**src/rtl/sw_pkg.sv**
```systemverilog
// Shared widths, digit limits and default time base for the stopwatch time counter.
package sw_pkg;

    localparam int BCD_W  = 4;
    localparam int SECT_W = 3;

    localparam int TENTHS_MAX   = 9;
    localparam int SEC_ONES_MAX = 9;
    localparam int SEC_TENS_MAX = 5;
    localparam int MIN_ONES_MAX = 9;

    localparam int DEFAULT_TICKS_PER_TENTH = 10_000_000;

    // Total number of distinct displayed times, 0:00.0 .. 9:59.9.
    function automatic int time_span();
        return (TENTHS_MAX + 1) * (SEC_ONES_MAX + 1) * (SEC_TENS_MAX + 1) * (MIN_ONES_MAX + 1);
    endfunction

endpackage

```
**src/rtl/sw_bcd_digit.sv**
```systemverilog
// One wrapping counter digit of the stopwatch chain; values above MAX fold to 0 on the next advance.
module sw_bcd_digit #(
    parameter int MAX = 9,
    parameter int W   = 4
) (
    input  logic         clk,
    input  logic         reset,
    input  logic         clr,
    input  logic         inc_in,
    output logic [W-1:0] q,
    output logic         carry_out
);

    localparam logic [W-1:0] MAX_V = W'(MAX);

    logic [W-1:0] q_r;
    logic [W-1:0] q_nxt_s;

    // Next digit value: clear, advance with rollover, or hold.
    always_comb begin
        q_nxt_s = q_r;
        if (clr) begin
            q_nxt_s = '0;
        end else if (inc_in) begin
            if (q_r >= MAX_V) begin
                q_nxt_s = '0;
            end else begin
                q_nxt_s = q_r + W'(1);
            end
        end else begin
            q_nxt_s = q_r;
        end
    end

    // Digit register.
    always_ff @(posedge clk) begin
        if (reset) begin
            q_r <= '0;
        end else begin
            q_r <= q_nxt_s;
        end
    end

    assign q         = q_r;
    assign carry_out = inc_in & (q_r == MAX_V);

endmodule

```
**src/rtl/sw_time_counter.sv**
```systemverilog
// Stopwatch time base: prescales clk to 0.1 s advances and counts M:SS.t in a four-digit chain.
module sw_time_counter
    import sw_pkg::*;
#(
    parameter int TICKS_PER_TENTH = DEFAULT_TICKS_PER_TENTH,
    parameter int PRESC_W         = 24
) (
    input  logic              clk,
    input  logic              reset,
    input  logic              init_regs,
    input  logic              count_enabled,
    output logic [BCD_W-1:0]  tenths,
    output logic [BCD_W-1:0]  sec_ones,
    output logic [SECT_W-1:0] sec_tens,
    output logic [BCD_W-1:0]  min_ones,
    output logic              tick,
    output logic              wrap
);

    localparam logic [PRESC_W-1:0] PRESC_LAST = PRESC_W'(TICKS_PER_TENTH - 1);

    logic [PRESC_W-1:0] presc_r;
    logic [PRESC_W-1:0] presc_nxt_s;
    logic               tick_r;
    logic               wrap_r;
    logic               at_last_s;
    logic               advance_s;
    logic               c_tenths_s;
    logic               c_sec_ones_s;
    logic               c_sec_tens_s;
    logic               c_min_ones_s;

    // A corrupted prescaler beyond the last count is treated as a terminal count.
    assign at_last_s = (presc_r >= PRESC_LAST);
    assign advance_s = count_enabled & ~init_regs & at_last_s;

    // Prescaler next value: clear beats run beats hold.
    always_comb begin
        presc_nxt_s = presc_r;
        if (init_regs) begin
            presc_nxt_s = '0;
        end else if (count_enabled) begin
            if (at_last_s) begin
                presc_nxt_s = '0;
            end else begin
                presc_nxt_s = presc_r + PRESC_W'(1);
            end
        end else begin
            presc_nxt_s = presc_r;
        end
    end

    // Prescaler and tick/wrap pulse registers.
    always_ff @(posedge clk) begin
        if (reset) begin
            presc_r <= '0;
            tick_r  <= 1'b0;
            wrap_r  <= 1'b0;
        end else begin
            presc_r <= presc_nxt_s;
            tick_r  <= advance_s;
            wrap_r  <= c_min_ones_s;
        end
    end

    sw_bcd_digit #(.MAX(TENTHS_MAX), .W(BCD_W)) u_tenths (
        .clk       (clk),
        .reset     (reset),
        .clr       (init_regs),
        .inc_in    (advance_s),
        .q         (tenths),
        .carry_out (c_tenths_s)
    );

    sw_bcd_digit #(.MAX(SEC_ONES_MAX), .W(BCD_W)) u_sec_ones (
        .clk       (clk),
        .reset     (reset),
        .clr       (init_regs),
        .inc_in    (c_tenths_s),
        .q         (sec_ones),
        .carry_out (c_sec_ones_s)
    );

    sw_bcd_digit #(.MAX(SEC_TENS_MAX), .W(SECT_W)) u_sec_tens (
        .clk       (clk),
        .reset     (reset),
        .clr       (init_regs),
        .inc_in    (c_sec_ones_s),
        .q         (sec_tens),
        .carry_out (c_sec_tens_s)
    );

    // The minutes carry fires only from 9:59.9, so it doubles as the wrap event.
    sw_bcd_digit #(.MAX(MIN_ONES_MAX), .W(BCD_W)) u_min_ones (
        .clk       (clk),
        .reset     (reset),
        .clr       (init_regs),
        .inc_in    (c_sec_tens_s),
        .q         (min_ones),
        .carry_out (c_min_ones_s)
    );

    assign tick = tick_r;
    assign wrap = wrap_r;

endmodule

```
**config.mk**
```make
export PLATFORM = sky130hd
export DESIGN_NAME = sw_time_counter
export DESIGN_NICKNAME = d
export VERILOG_FILES = /design/src/rtl/sw_pkg.sv /design/src/rtl/sw_bcd_digit.sv /design/src/rtl/sw_time_counter.sv
export SDC_FILE = /design/constraint.sdc
export NUM_CORES = 1
export LEC_CHECK = 0
export ABC_AREA = 0
export BUFFER_PORTS_ARGS = -buffer_cell sky130_fd_sc_hd__buf_2
export CORE_MARGIN = 1
export CORE_UTILIZATION = 35
export DETAILED_ROUTE_END_ITERATION = 8
export PLACE_DENSITY = 0.62
export SYNTH_ARGS = -nofsm -noshare
export SYNTH_HDL_FRONTEND = slang
export SYNTH_SLANG_ARGS = --single-unit
```
**constraint.sdc**
```tcl
create_clock -name clk -period 5.65 [get_ports clk]
set_input_delay 1.13 -clock clk [delete_from_list [all_inputs] [get_ports clk]]
set_output_delay 1.13 -clock clk [all_outputs]
set_load 0.005 [all_outputs]
```
Word-level counts from Yosys, hierarchy flattened
Cells that the tools add are included.

Register bits: 41. Input bits: 4.

$add $sub $neg: 5. Order comparisons: 5. Equal/unequal tests: 4. Muxes and demuxes: 5. Bitwise logic cells: 7. Reductions and logical operators: 1.

Operator list (number): adder 24 x 1 -> 24 bit, second input constant (1); >= comparator 24 bit, second input constant (1); two-way mux 24 bit (1); adder 4 x 1 -> 4 bit, second input constant (3); == test 4 bit, second input constant (3); >= comparator 4 bit, second input constant (3); two-way mux 4 bit (3); bitwise AND 1 bit (6); adder 3 x 1 -> 3 bit, second input constant (1); == test 3 bit, second input constant (1); >= comparator 3 bit, second input constant (1); two-way mux 3 bit (1); OR reduction 2 bit (1); inverter 1 bit (1).

Logic depth before layout (Yosys ltp)
Gate-level depths: netlist of the first run.

Depth after elaboration: 7. Mapped depth: 8. Gate-level depth less buffers: 8.

Hierarchy
A second synthesis of the first run with hierarchy kept.

Cell total of the unflattened synthesis: 235. Area, all modules: 2133.3 µm².

Modules (own cells, without submodules): sw_time_counter (instances 1, cells an instance 145, area each 1302.5 µm², seq. area each 520.5 µm²); sw_bcd_digit at u_min_ones ... (instances 3, cells an instance 24, area each 217.7 µm², seq. area each 80.1 µm²); sw_bcd_digit at u_sec_tens (instances 1, cells an instance 18, area each 177.7 µm², seq. area each 60.1 µm²).

Worst setup path after synthesis of the first run
Ideal clock, no wire load.

Path kind: input-to-reg. Start: input init_regs. End: register u_min_ones.q_r[3], in the netlist u_min_ones.q[3]. Arrival time: 2.367 ns. Data required time: 5.564 ns. Slack: 3.197 ns. Stages on the path: 6. Path through: and4bb_2 -> and4b_1 -> and3_1 -> o211a_1 -> a41oi_1 -> a211oi_1.

Longest elaborated chain between the ends: 6. Elaborated cells on any way between the ends: 7. Those cells by class: bitwise: 6; reduce/logical: 1.

RTL lines: from (decl) (line sw_time_counter.sv:10) `input logic init_regs,`; inverter 1 bit (line sw_time_counter.sv:35) `assign advance_s = count_enabled & ~init_regs & at_last_s;`; bitwise AND 1 bit (2 in series) (line sw_time_counter.sv:35); bitwise AND 1 bit (3 in series) (line sw_bcd_digit.sv:45) `assign carry_out = inc_in & (q_r == MAX_V);`; to (signal assigned) (line sw_bcd_digit.sv:40) `q_r <= q_nxt_s;`; to (decl) (line sw_bcd_digit.sv:16) `logic [W-1:0] q_r;`.

Several ways; a longest one is shown, not always the timed one. A chain may end at the register's enable or synchronous reset.

==> summary.md, run 1 <==
* 47 x sky130_fd_sc_hd__nor2_1, 41 x sky130_fd_sc_hd__dfxtp_1, 22 x sky130_fd_sc_hd__nand2_1, 20 x sky130_fd_sc_hd__buf_2 — commonest cells after routing, fill and taps aside
* 41 — clock tree sinks
* 5 — clock buffer count from CTS
* 39.4% — fraction of the yosys area taken by sequential cells
* 21 — number of top-level design ports
* 0 — max-slew violation total from the final report
* 1.44% — mux share of post-synthesis cell area
* 20 — total of buffers placed on input and output ports
* 0 — DRC errors left
* 0 — total of endpoints with negative setup slack in the final report
* 79.2 um — die extent in y
* 0 — number of gates resized after CTS
* 2830 ps — worst-case setup slack after placement
* simple AND/OR/NAND/NOR gates — combinational family with the most area after synthesis
* 14.8% — all-layer global routing usage
* register — endpoint kind of the worst setup timing path
* 12.2 um — average routed wire per standard cell
* 0.834 nW — leakage power figure
* sky130_fd_sc_hd__clkbuf_8 — Root Buffer Master
* input port — CP Launch Type
* 7.20% — synthesized-area fraction occupied by adder cells
* 243 — synthesized instance count
* 49.4% — worst slew slack as a fraction of its limit
* input port to register — type of the worst setup path
* 0 — Maximum Capacitance Violations
* 13.9% — share of cells above drive strength 1
* 4140 um — aggregate routed wire length
* 0 — count of yosys warnings during synthesis
* sky130_fd_sc_hd__nor2_1 — leading cell type in the layout, fill and taps excluded
* 77 — first-iteration detailed-routing DRC count
* 821 um2 — total area of sequential cells
* 24 — largest net degree at the start of global routing
* 0.00561 mm2 — Core Region
* 0.00627 mm2 — Total Die Area
* 2670 ps — Critical Path AT
* 79.2 um — horizontal die dimension
* 0 — number of flops mapped to enable cells by yosys
* sky130_fd_sc_hd__or3_4 — Crit-path slowest cell
* 0.397 GHz — Max Freq
* 0 — buffer count from post-CTS setup fixing
* 50 — Unique masters post-synth
* 1736 — via count
* 0.00121 mm2 — multi-input gate area in the final layout
* 27 — floorplan row count
* 2 — maximum level of the CTS H-tree
* 0.00235 mm2 — final design instance area without fill
* 0.00225 mm2 — placed instance area
* 2520 ps — shortest clock period the worst path allows after layout
* false — RSZ-0062 raised after global routing
* 8.58 um2 — Avg Cell Area, Syn
* 470 ps — Crit path largest cell delay
* 290 ps — later-pin clock latency in the skew report
* 7.61 ps — Clock Skew
* 0 — antenna violations before repair
* 2 — buffer levels on the longest clock path
* 0 ps — Setup Total Neg Slack
* 44.5% — part of the cycle the worst path needs
* 37.2% — Starting Density
* 13.0% — signed area change from the synthesized netlist to the final layout
* 0.803 — final weighted congestion of routability-driven global placement
* 0 — final antenna-violating net count
* 3130 ps — Final Worst Setup Slack
* 14 — worst-path fanout max
* 39.4% — fraction of post-synthesis cell area in the top cell type by area
* 0% — async set or reset register ratio after synthesis
* 0.106 mV — peak supply drop
* 12.1% — compound-gate portion of the synthesized area
* buf_2 > nand4_1 > or3_4 > nor2_2 > and4_1 > xnor2_1 > nor2_1 — chain of cells forming the critical path
* 757 ps — Tightest Pin Transition
* 41 — register bit total from synthesis
* 7270 um — wire length of the first global-routing pass
* 0.00208 mm2 — summed instance area of the synthesized netlist
* 9.24% — xor and xnor area share after synthesis
* 0 — final global-route overflow total
* 218 mW/mm2 — areal power density over the cells
* 0 — antenna cells
* register to register — Tightest Hold Check Type
* 28.0% — Post-Synth Simple-Gate Area
* 281 — # nets final
* sky130_fd_sc_hd__dfxtp_1 — main flop type after synthesis
* sky130_fd_sc_hd__dfxtp_1 — top cell type by total area after synthesis
* 5.14 — ratio of routed vias to standard cells
* 5800 ps — required time of the critical path
* 4 — total iterations of the first detailed-routing run
* 0 — number of hold violations in the final report
* sky130_fd_sc_hd__dfxtp_1 39%, sky130_fd_sc_hd__nor2_1 8.5%, sky130_fd_sc_hd__ha_1 7.2% — top post-synthesis cells by area
* 1593 — number of global-route vias before repair
* finished clean — outcome
* 259 — net count after synthesis
* 80 ps — clk slew on worst S/H paths
* 3000 um — total half-perimeter wirelength after legalization and detailed placement
* done — TritonCTS clock tree
* 0 — number of hold buffers added after CTS
* 579 — fillcell total
## routing by layer
layer  share of wire [%]  GRT usage (%)  wire, um  vias to the layer above
li1                    -              -         -                      897
met5                   0              0         0                        -
met2                  47           24.4      1960                       27
met4                 1.8           6.55        74                        0
met1                  47           18.6      1960                      805
met3                 3.6           3.10       149                        7
## synthesized netlist by cell type (3+ instances only)
cell                       number
sky130_fd_sc_hd__nand3_1        7
sky130_fd_sc_hd__and3_1         3
sky130_fd_sc_hd__o31ai_1        3
sky130_fd_sc_hd__xnor2_1       10
sky130_fd_sc_hd__a211oi_1       3
sky130_fd_sc_hd__inv_1          9
sky130_fd_sc_hd__nor3_1         6
sky130_fd_sc_hd__a41oi_1        3
sky130_fd_sc_hd__a21boi_0       3
sky130_fd_sc_hd__xor2_1        12
sky130_fd_sc_hd__nor2_1        47
sky130_fd_sc_hd__mux2i_1        3
sky130_fd_sc_hd__o21ai_0        3
sky130_fd_sc_hd__a21oi_1        9
sky130_fd_sc_hd__ha_1          12
sky130_fd_sc_hd__dfxtp_1       41
sky130_fd_sc_hd__nand2_1       22
sky130_fd_sc_hd__nand4_1        9
## final timing paths
kind,cells past startpoint,from,slack [ps],to
hold / removal,2,u_min_ones.q[3]$_SDFFE_PP0P_,480,wrap$_SDFF_PP0_
setup reg to reg,6,presc_r[12]$_SDFFE_PP0P_,3420,presc_r[22]$_SDFFE_PP0P_
hold reg to reg,2,u_min_ones.q[3]$_SDFFE_PP0P_,480,wrap$_SDFF_PP0_
setup / recovery,7,count_enabled,3130,presc_r[17]$_SDFFE_PP0P_
## where the power goes
group          internal, mW  switching, mW
registers             0.289       0.000435
clock network         0.110          0.103
logic               0.00259        0.00789
## cell type report
class	count	share of cell area [%]
Multi-Input combinational cell	188	51.3
Inverter	9	1.43
Tap cell	72	3.83
Sequential cell	41	34.9
Clock buffer	7	4.09
Clock inverter	1	0.213
Timing Repair Buffer	20	4.25
## through the flow
stage	instances	total power, mW	hold slack (ps)	utilization, %
after floorplan	243	0.304	464	-
after global placement	330	0.307	478	40.2
after detailed placement	330	0.307	469	40.2
after CTS	338	0.520	481	42.0
after global routing	338	0.531	501	42.0
final	338	0.513	479	42.0
## critical path: cells and delay by family
family	cells	cell delay [ps]
buffers and inverters	1	250
XOR/XNOR	1	120
AND/OR/NAND/NOR	5	1180
## cells by family (layout without fill, tap and decap cells)
logic type	after synthesis	count (layout)
mux	3	3
buf+inv	14	37
xor+xnor	22	22
compound gates	35	35
fa+ha+maj	12	12
simple gates	116	116
flops	41	41
## flip-flops by register name, indices dropped and copies added (netlist names)
| name | cells |
|---|---|
| wrap | 1 |
| presc_r | 24 |
| u_sec_tens.q | 3 |
| tick | 1 |
| u_tenths.q | 4 |
| u_sec_ones.q | 4 |
| u_min_ones.q | 4 |
Note: power is estimated with default switching activity, not from simulation.
==> run 2, diff against run 1 <==
- clock period: 5.65 -> 2.4 ns (I/O delays scaled with it)
==> run 2 against run 1 <==
  * Total power increased by 130%
  * Critical path type is now register to register
  * Hold slack improved by 11 ps
  * Clock-buffer cell count unchanged
  * First-iteration DRC count increased by 25%
  * Register-to-register slack got worse by 3100 ps
  * Final cell count increased by 0.30%
  * Setup slack got worse by 2800 ps
  * Clock power increased by 110%
  * Critical path depth unchanged
==> summary.md, run 2 (synthesis results as in run 1) <==
* finished clean — outcome
* 38.9% — share of total power in the clock network, -2.6 points
* 0 ps — Setup Total Neg Slack, unchanged
* 23.2% — met2 track demand over resource in global routing, -1.2 points
* 2590 ps — required time of the critical path, -3210 ps
* 0.482 GHz — Max Freq
* register — endpoint kind of the worst setup timing path
* 0 — Maximum Capacitance Violations, unchanged
* 2 — buffer levels on the longest clock path, unchanged
* 332 — Placed Instances, +0.61%
* 27 — floorplan row count, unchanged
* false — RSZ-0062 raised after global routing
* 24 — largest net degree at the start of global routing, unchanged
* 283 — # nets final, +0.71%
* 0.833 nW — leakage power figure, about the same
* sky130_fd_sc_hd__a21boi_0 — Crit-path slowest cell
* 0.00627 mm2 — Total Die Area, unchanged
* presc_r — Largest Register
* 0 — number of hold violations in the final report, unchanged
* 0 — final antenna-violating net count, unchanged
* 339 — non-filler instance count after layout, +0.30%
* sky130_fd_sc_hd__nor2_1 — leading cell type in the layout, fill and taps excluded
* 2 — maximum level of the CTS H-tree, unchanged
* sky130_fd_sc_hd__clkbuf_8 — Root Buffer Master
* compound AO/OA/AOI/OAI gates — family with the most delay on the worst path
* 5 — clock buffer count from CTS, unchanged
* register to register — Tightest Hold Check Type
* 20 — total of buffers placed on input and output ports, unchanged
* sky130_fd_sc_hd__nand4_1 — most frequent CP cell
* 3020 um — total half-perimeter wirelength after legalization and detailed placement, +0.83%
* 37.2% — Starting Density, unchanged
* 470 ps — Crit path largest cell delay, about the same
* 79.2 um — die extent in y, unchanged
* 3.61 ps — Clock Skew, -4.00 ps
* met2 — GRT busiest layer
* 12.3 um — average routed wire per standard cell, +0.24%
* 4160 um — aggregate routed wire length, +0.53%
* 522 ps — Tightest Pin Transition, -236 ps
* 19.6% — met1 Use GR, +1.0 points
* 64.9% — worst slew slack as a fraction of its limit, +16 points
* 0.739 — final weighted congestion of routability-driven global placement, -8.0%
* 13.9% — share of cells above drive strength 1, -0.052 points
* 0 — final global-route overflow total, unchanged
* 0.244 mW — switching power total, +120%
* 1563 — number of global-route vias before repair, -1.9%
* 5.02 — ratio of routed vias to standard cells, -2.3%
* done — TritonCTS clock tree
* 5 — total iterations of the first detailed-routing run, +1
* 1701 — via count, -2.0%
* ha_1 > nand4_1 > o21bai_1 > nand4_1 > a21boi_0 > o211ai_1 > a32o_1 — chain of cells forming the critical path
* 4 — worst-path fanout max, -10
* 96 — first-iteration detailed-routing DRC count, +25%
* 2.4% — logic gate share of total power, +0.4 points
* 0.212 mV — peak supply drop, +100%
* 86.5% — part of the cycle the worst path needs
* 79.2 um — horizontal die dimension, unchanged
* 13.0% — signed area change from the synthesized netlist to the final layout, unchanged
* 0 — total of endpoints with negative setup slack in the final report, unchanged
* 490 ps — WHS, +10.6 ps
* 0.00561 mm2 — Core Region, unchanged
* 0 — Buf+Inv Stages, Crit Path, -1
* 7 — cell depth of the worst setup path, unchanged
* 47 x sky130_fd_sc_hd__nor2_1, 41 x sky130_fd_sc_hd__dfxtp_1, 22 x sky130_fd_sc_hd__nand2_1, 20 x sky130_fd_sc_hd__buf_2 — commonest cells after routing, fill and taps aside
* 41 — clock tree sinks, unchanged
* 0 — max-slew violation total from the final report, unchanged
* 24 — number of flip-flops under the largest register name, unchanged
* 290 ps — later-pin clock latency in the skew report, about the same
* register — CP Launch Type
* 2080 ps — shortest clock period the worst path allows after layout
* 493 mW/mm2 — areal power density over the cells, +130%
* 2270 ps — Critical Path AT, -400 ps
* 7 — Worst Reg2Reg Path Length in Cells, +1
* 0 — buffer count from post-CTS setup fixing, unchanged
* 70 ps — clk slew on worst S/H paths, about the same
* 2 — number of cells on the worst hold path, unchanged
* 21 — number of top-level design ports, unchanged
* 0.00235 mm2 — final design instance area without fill, unchanged
* 42.0% — share of the core filled with cells in the final layout, unchanged
* 0 — antenna violations before repair, unchanged
* 0.00227 mm2 — placed instance area, +0.67%
* 4.83% — global routing met3 resource utilization, +1.7 points
* 0 — antenna cells, unchanged
* register to register — type of the worst setup path
* 21.0% — switching share of total power, -0.60 points
* 15.1% — all-layer global routing usage, +0.23 points
* 7270 um — wire length of the first global-routing pass, about the same
* 0 — DRC errors left, unchanged
* 0.917 mW — internal power, +130%
* 0 — number of gates resized after CTS, unchanged
* 58.7% — proportion of power drawn by flip-flops and latches, +2.3 points
* 0 — number of hold buffers added after CTS, unchanged
[run 2: cell type report]
type / count / area [um2]
Sequential cell: 41 / 821
Clock buffer: 7 / 86.3
Fill cell: 593 / 3250
Inverter: 9 / 33.8
Tap cell: 72 / 90.1
Multi-Input combinational cell: 188 / 1210
Timing Repair Buffer: 22 / 115
[run 2: power by group through the flow]
stage / clock [mW] / combinational (mW) / sequential (mW)
floorplan: 0 / 0.0176 / 0.698
global placement: 0 / 0.0278 / 0.698
detailed placement: 0 / 0.0279 / 0.698
CTS: 0.469 / 0.0280 / 0.682
global route: 0.509 / 0.0311 / 0.682
finish: 0.452 / 0.0273 / 0.682
[run 2: worst register-to-register path, stage by stage, from the launching register on]
cell and delay [ps]:
sky130_fd_sc_hd__dfxtp_1 370, sky130_fd_sc_hd__ha_1 220, sky130_fd_sc_hd__nand4_1 130, sky130_fd_sc_hd__o21bai_1 190, sky130_fd_sc_hd__nand4_1 150, sky130_fd_sc_hd__a21boi_0 470, sky130_fd_sc_hd__o211ai_1 170, sky130_fd_sc_hd__a32o_1 290
[run 2: stage by stage]
stage	setup slack, ps	total power, mW
5_1_grt	109	1.22
3_5_place_dp	321	0.726
2_1_floorplan	545	0.715
3_3_place_gp	401	0.726
6_report	324	1.16
4_1_cts	290	1.18
[run 2: path summary, 6_finish.rpt]
path                                      from                           end  slack [ps]
setup reg to reg       presc_r[0]$_SDFFE_PP0P_  u_min_ones.q[2]$_SDFFE_PP0P_         320
hold reg to reg   u_min_ones.q[3]$_SDFFE_PP0P_               wrap$_SDFF_PP0_         490
setup / recovery       presc_r[0]$_SDFFE_PP0P_  u_min_ones.q[2]$_SDFFE_PP0P_         320
hold / removal    u_min_ones.q[3]$_SDFFE_PP0P_               wrap$_SDFF_PP0_         490
[run 2: routing by layer]
layer / vias up / wire (um)
met3: 7 / 115
met4: 0 / 62
li1: 900 / -
met2: 16 / 1880
met5: - / 0
met1: 778 / 2100
==> run 3, diff against run 2 <==
- ABC_CLOCK_PERIOD_IN_PS: not set -> 2400
- RECOVER_POWER: not set -> 50
==> run 3 against run 2 <==
  * Clock skew is 0.94 ps higher
  * Routed wire length grew 0.31%
  * Critical path depth did not move
  * Hold slack got worse by 0.65 ps
  * Global-route usage did not move
  * Non-clock buffer count is the same
  * Utilization down 0.27 points
  * Sequential power hardly changed
  * Via count down 0.53%
  * Sequential share of layout area is 0.22 points higher
  * Clock power hardly changed
  * First-iteration DRC count decreased by 11%
==> summary.md, run 3 (synthesis results as in run 1) <==
* 2 — maximum level of the CTS H-tree, unchanged
* 7270 um — wire length of the first global-routing pass, unchanged
* 80 ps — clk slew on worst S/H paths, about the same
* 0 — number of hold violations in the final report, unchanged
* 15.1% — all-layer global routing usage, unchanged
* 0 — Maximum Capacitance Violations, unchanged
* 0 — antenna violations before repair, unchanged
* 79.2 um — horizontal die dimension, unchanged
* 0 — max-slew violation total from the final report, unchanged
* 330 ps — reg-to-reg setup timing slack, about the same
* 85 — first-iteration detailed-routing DRC count, -11%
* 0 — DRC errors left, unchanged
* 4 — total iterations of the first detailed-routing run, -1
* 2070 ps — shortest clock period the worst path allows after layout, -10.2 ps
* 290 ps — later-pin clock latency in the skew report, about the same
* 24 — largest net degree at the start of global routing, unchanged
* 86.1% — part of the cycle the worst path needs, -0.42 points
* 3020 um — total half-perimeter wirelength after legalization and detailed placement, unchanged
* register to register — Tightest Hold Check Type
* done — TritonCTS clock tree
* 0 — final antenna-violating net count, unchanged
* register to register — type of the worst setup path
* u_sec_tens.q[2]$_SDFFE_PP0P_ — Reg-to-Reg End
* u_sec_tens.q[2]$_SDFFE_PP0P_ — end point of the critical path
* 114 um — total met3 wirelength after detailed routing, -0.87%
* 0.809 nW — leakage power figure, -2.9%
* presc_r — Largest Register
* 0.215 mV — peak supply drop, +1.1%
* false — RSZ-0062 raised after global routing
* 0 — final global-route overflow total, unchanged
* presc_r[0]$_SDFFE_PP0P_ — origin of the worst setup path
* sky130_fd_sc_hd__nor2_1 — leading cell type in the layout, fill and taps excluded
* 64.9% — worst slew slack as a fraction of its limit, about the same
* 0 — total of endpoints with negative setup slack in the final report, unchanged
* 0.00561 mm2 — Core Region, unchanged
* 0 — antenna cells, unchanged
* 4170 um — aggregate routed wire length, +0.31%
* 37.2% — Starting Density, unchanged
* register — CP Launch Type
* 0.739 — final weighted congestion of routability-driven global placement, unchanged
* register — endpoint kind of the worst setup timing path
* met4 — uppermost signal routing layer after detailed routing
* 4 — worst-path fanout max, unchanged
* 1692 — via count, -0.53%
* 0 ps — Setup Total Neg Slack, unchanged
* 7 — Worst Reg2Reg Path Length in Cells, unchanged
* 1860 um — met2 routed wirelength, -0.75%
* 21 — number of top-level design ports, unchanged
* 522 ps — Tightest Pin Transition, +0.190 ps
* 2130 um — routed metal-1 wirelength, +1.3%
* 334 ps — Final Worst Setup Slack, +10.2 ps
* 11.6% — share of cells above drive strength 1, -2.2 points
* 321 ps — worst-case setup slack after placement, unchanged
* 2620 ps — required time of the critical path, +30 ps
* presc_r[0]$_SDFFE_PP0P_ — worst reg2reg startpoint
* finished clean — outcome
* 4.55 ps — Clock Skew, +0.940 ps
* 27 — floorplan row count, unchanged
* 24 — number of flip-flops under the largest register name, unchanged
* 4.99 — ratio of routed vias to standard cells, -0.53%
* 497 mW/mm2 — areal power density over the cells, +0.74%
* 0 — number of hold buffers added after CTS, unchanged
* 12.3 um — average routed wire per standard cell, +0.31%
* 47 x sky130_fd_sc_hd__nor2_1, 41 x sky130_fd_sc_hd__dfxtp_1, 22 x sky130_fd_sc_hd__nand2_1, 16 x sky130_fd_sc_hd__buf_2 — commonest cells after routing, fill and taps aside
* 0 — number of gates resized after CTS, unchanged
* 12.2% — signed area change from the synthesized netlist to the final layout
* 5 — clock buffer count from CTS, unchanged
* 79.2 um — die extent in y, unchanged
* 0.484 GHz — Max Freq, +0.49%
* 20 — total of buffers placed on input and output ports, unchanged
* 2 — buffer levels on the longest clock path, unchanged
* 0 — buffer count from post-CTS setup fixing, unchanged
* 0.00627 mm2 — Total Die Area, unchanged
* 2290 ps — Critical Path AT, +20 ps
* sky130_fd_sc_hd__clkbuf_8 — Root Buffer Master
* 283 — # nets final, unchanged
* 1563 — number of global-route vias before repair, unchanged
* 41 — clock tree sinks, unchanged
run 3: power breakdown:
part | switching, mW | internal [mW]
Sequential | 0.00102 | 0.681
Combinational | 0.0191 | 0.00767
Clock | 0.226 | 0.228
Total | 0.246 | 0.917
run 3: per-layer routing:
| layer | GRT usage [%] | vias to the layer above |
|---|---|---|
| met5 | 0 | - |
| met4 | 5.45 | 0 |
| met3 | 4.83 | 7 |
| met2 | 23.2 | 16 |
| met1 | 19.6 | 766 |
| li1 | - | 903 |
run 3: through the flow:
step	power, mW	cell area (um2)	utilization (%)	hold slack, ps	std cells
2_1_floorplan	0.715	2080	-	464	243
3_3_place_gp	0.726	2270	40.5	487	332
3_5_place_dp	0.726	2270	40.5	486	332
4_1_cts	1.18	2350	42.0	495	339
5_1_grt	1.22	2340	41.7	497	339
6_report	1.16	2340	41.7	489	339
run 3: worst max-delay path, cell delays in order, from the launching register on:
cell and delay (ps):
sky130_fd_sc_hd__dfxtp_1 370, sky130_fd_sc_hd__ha_1 220, sky130_fd_sc_hd__nand4_1 130, sky130_fd_sc_hd__o21bai_1 180, sky130_fd_sc_hd__and4_1 320, sky130_fd_sc_hd__o211ai_1 210, sky130_fd_sc_hd__or3b_1 430, sky130_fd_sc_hd__a21oi_1 140
run 3: worst min path at each step:
stage,startpoint,end,slack [ps],depth (start not counted)
2_1_floorplan,u_min_ones.q[3]$_SDFFE_PP0P_,wrap$_SDFF_PP0_,460,2
3_3_place_gp,u_min_ones.q[3]$_SDFFE_PP0P_,wrap$_SDFF_PP0_,490,2
3_5_place_dp,u_min_ones.q[3]$_SDFFE_PP0P_,wrap$_SDFF_PP0_,490,2
4_1_cts,reset,wrap$_SDFF_PP0_,490,4
5_1_grt,reset,wrap$_SDFF_PP0_,500,4
6_report,u_min_ones.q[3]$_SDFFE_PP0P_,wrap$_SDFF_PP0_,490,2
run 3: cell type report:
| cell class | count | area (um2) |
|---|---|---|
| fill | 600 | 3270 |
| multi-input combinational | 188 | 1200 |
| sequential | 41 | 821 |
| timing repair buffer | 22 | 108 |
| tap | 72 | 90.1 |
| clock buffer | 7 | 86.3 |
| inverter | 9 | 33.8 |
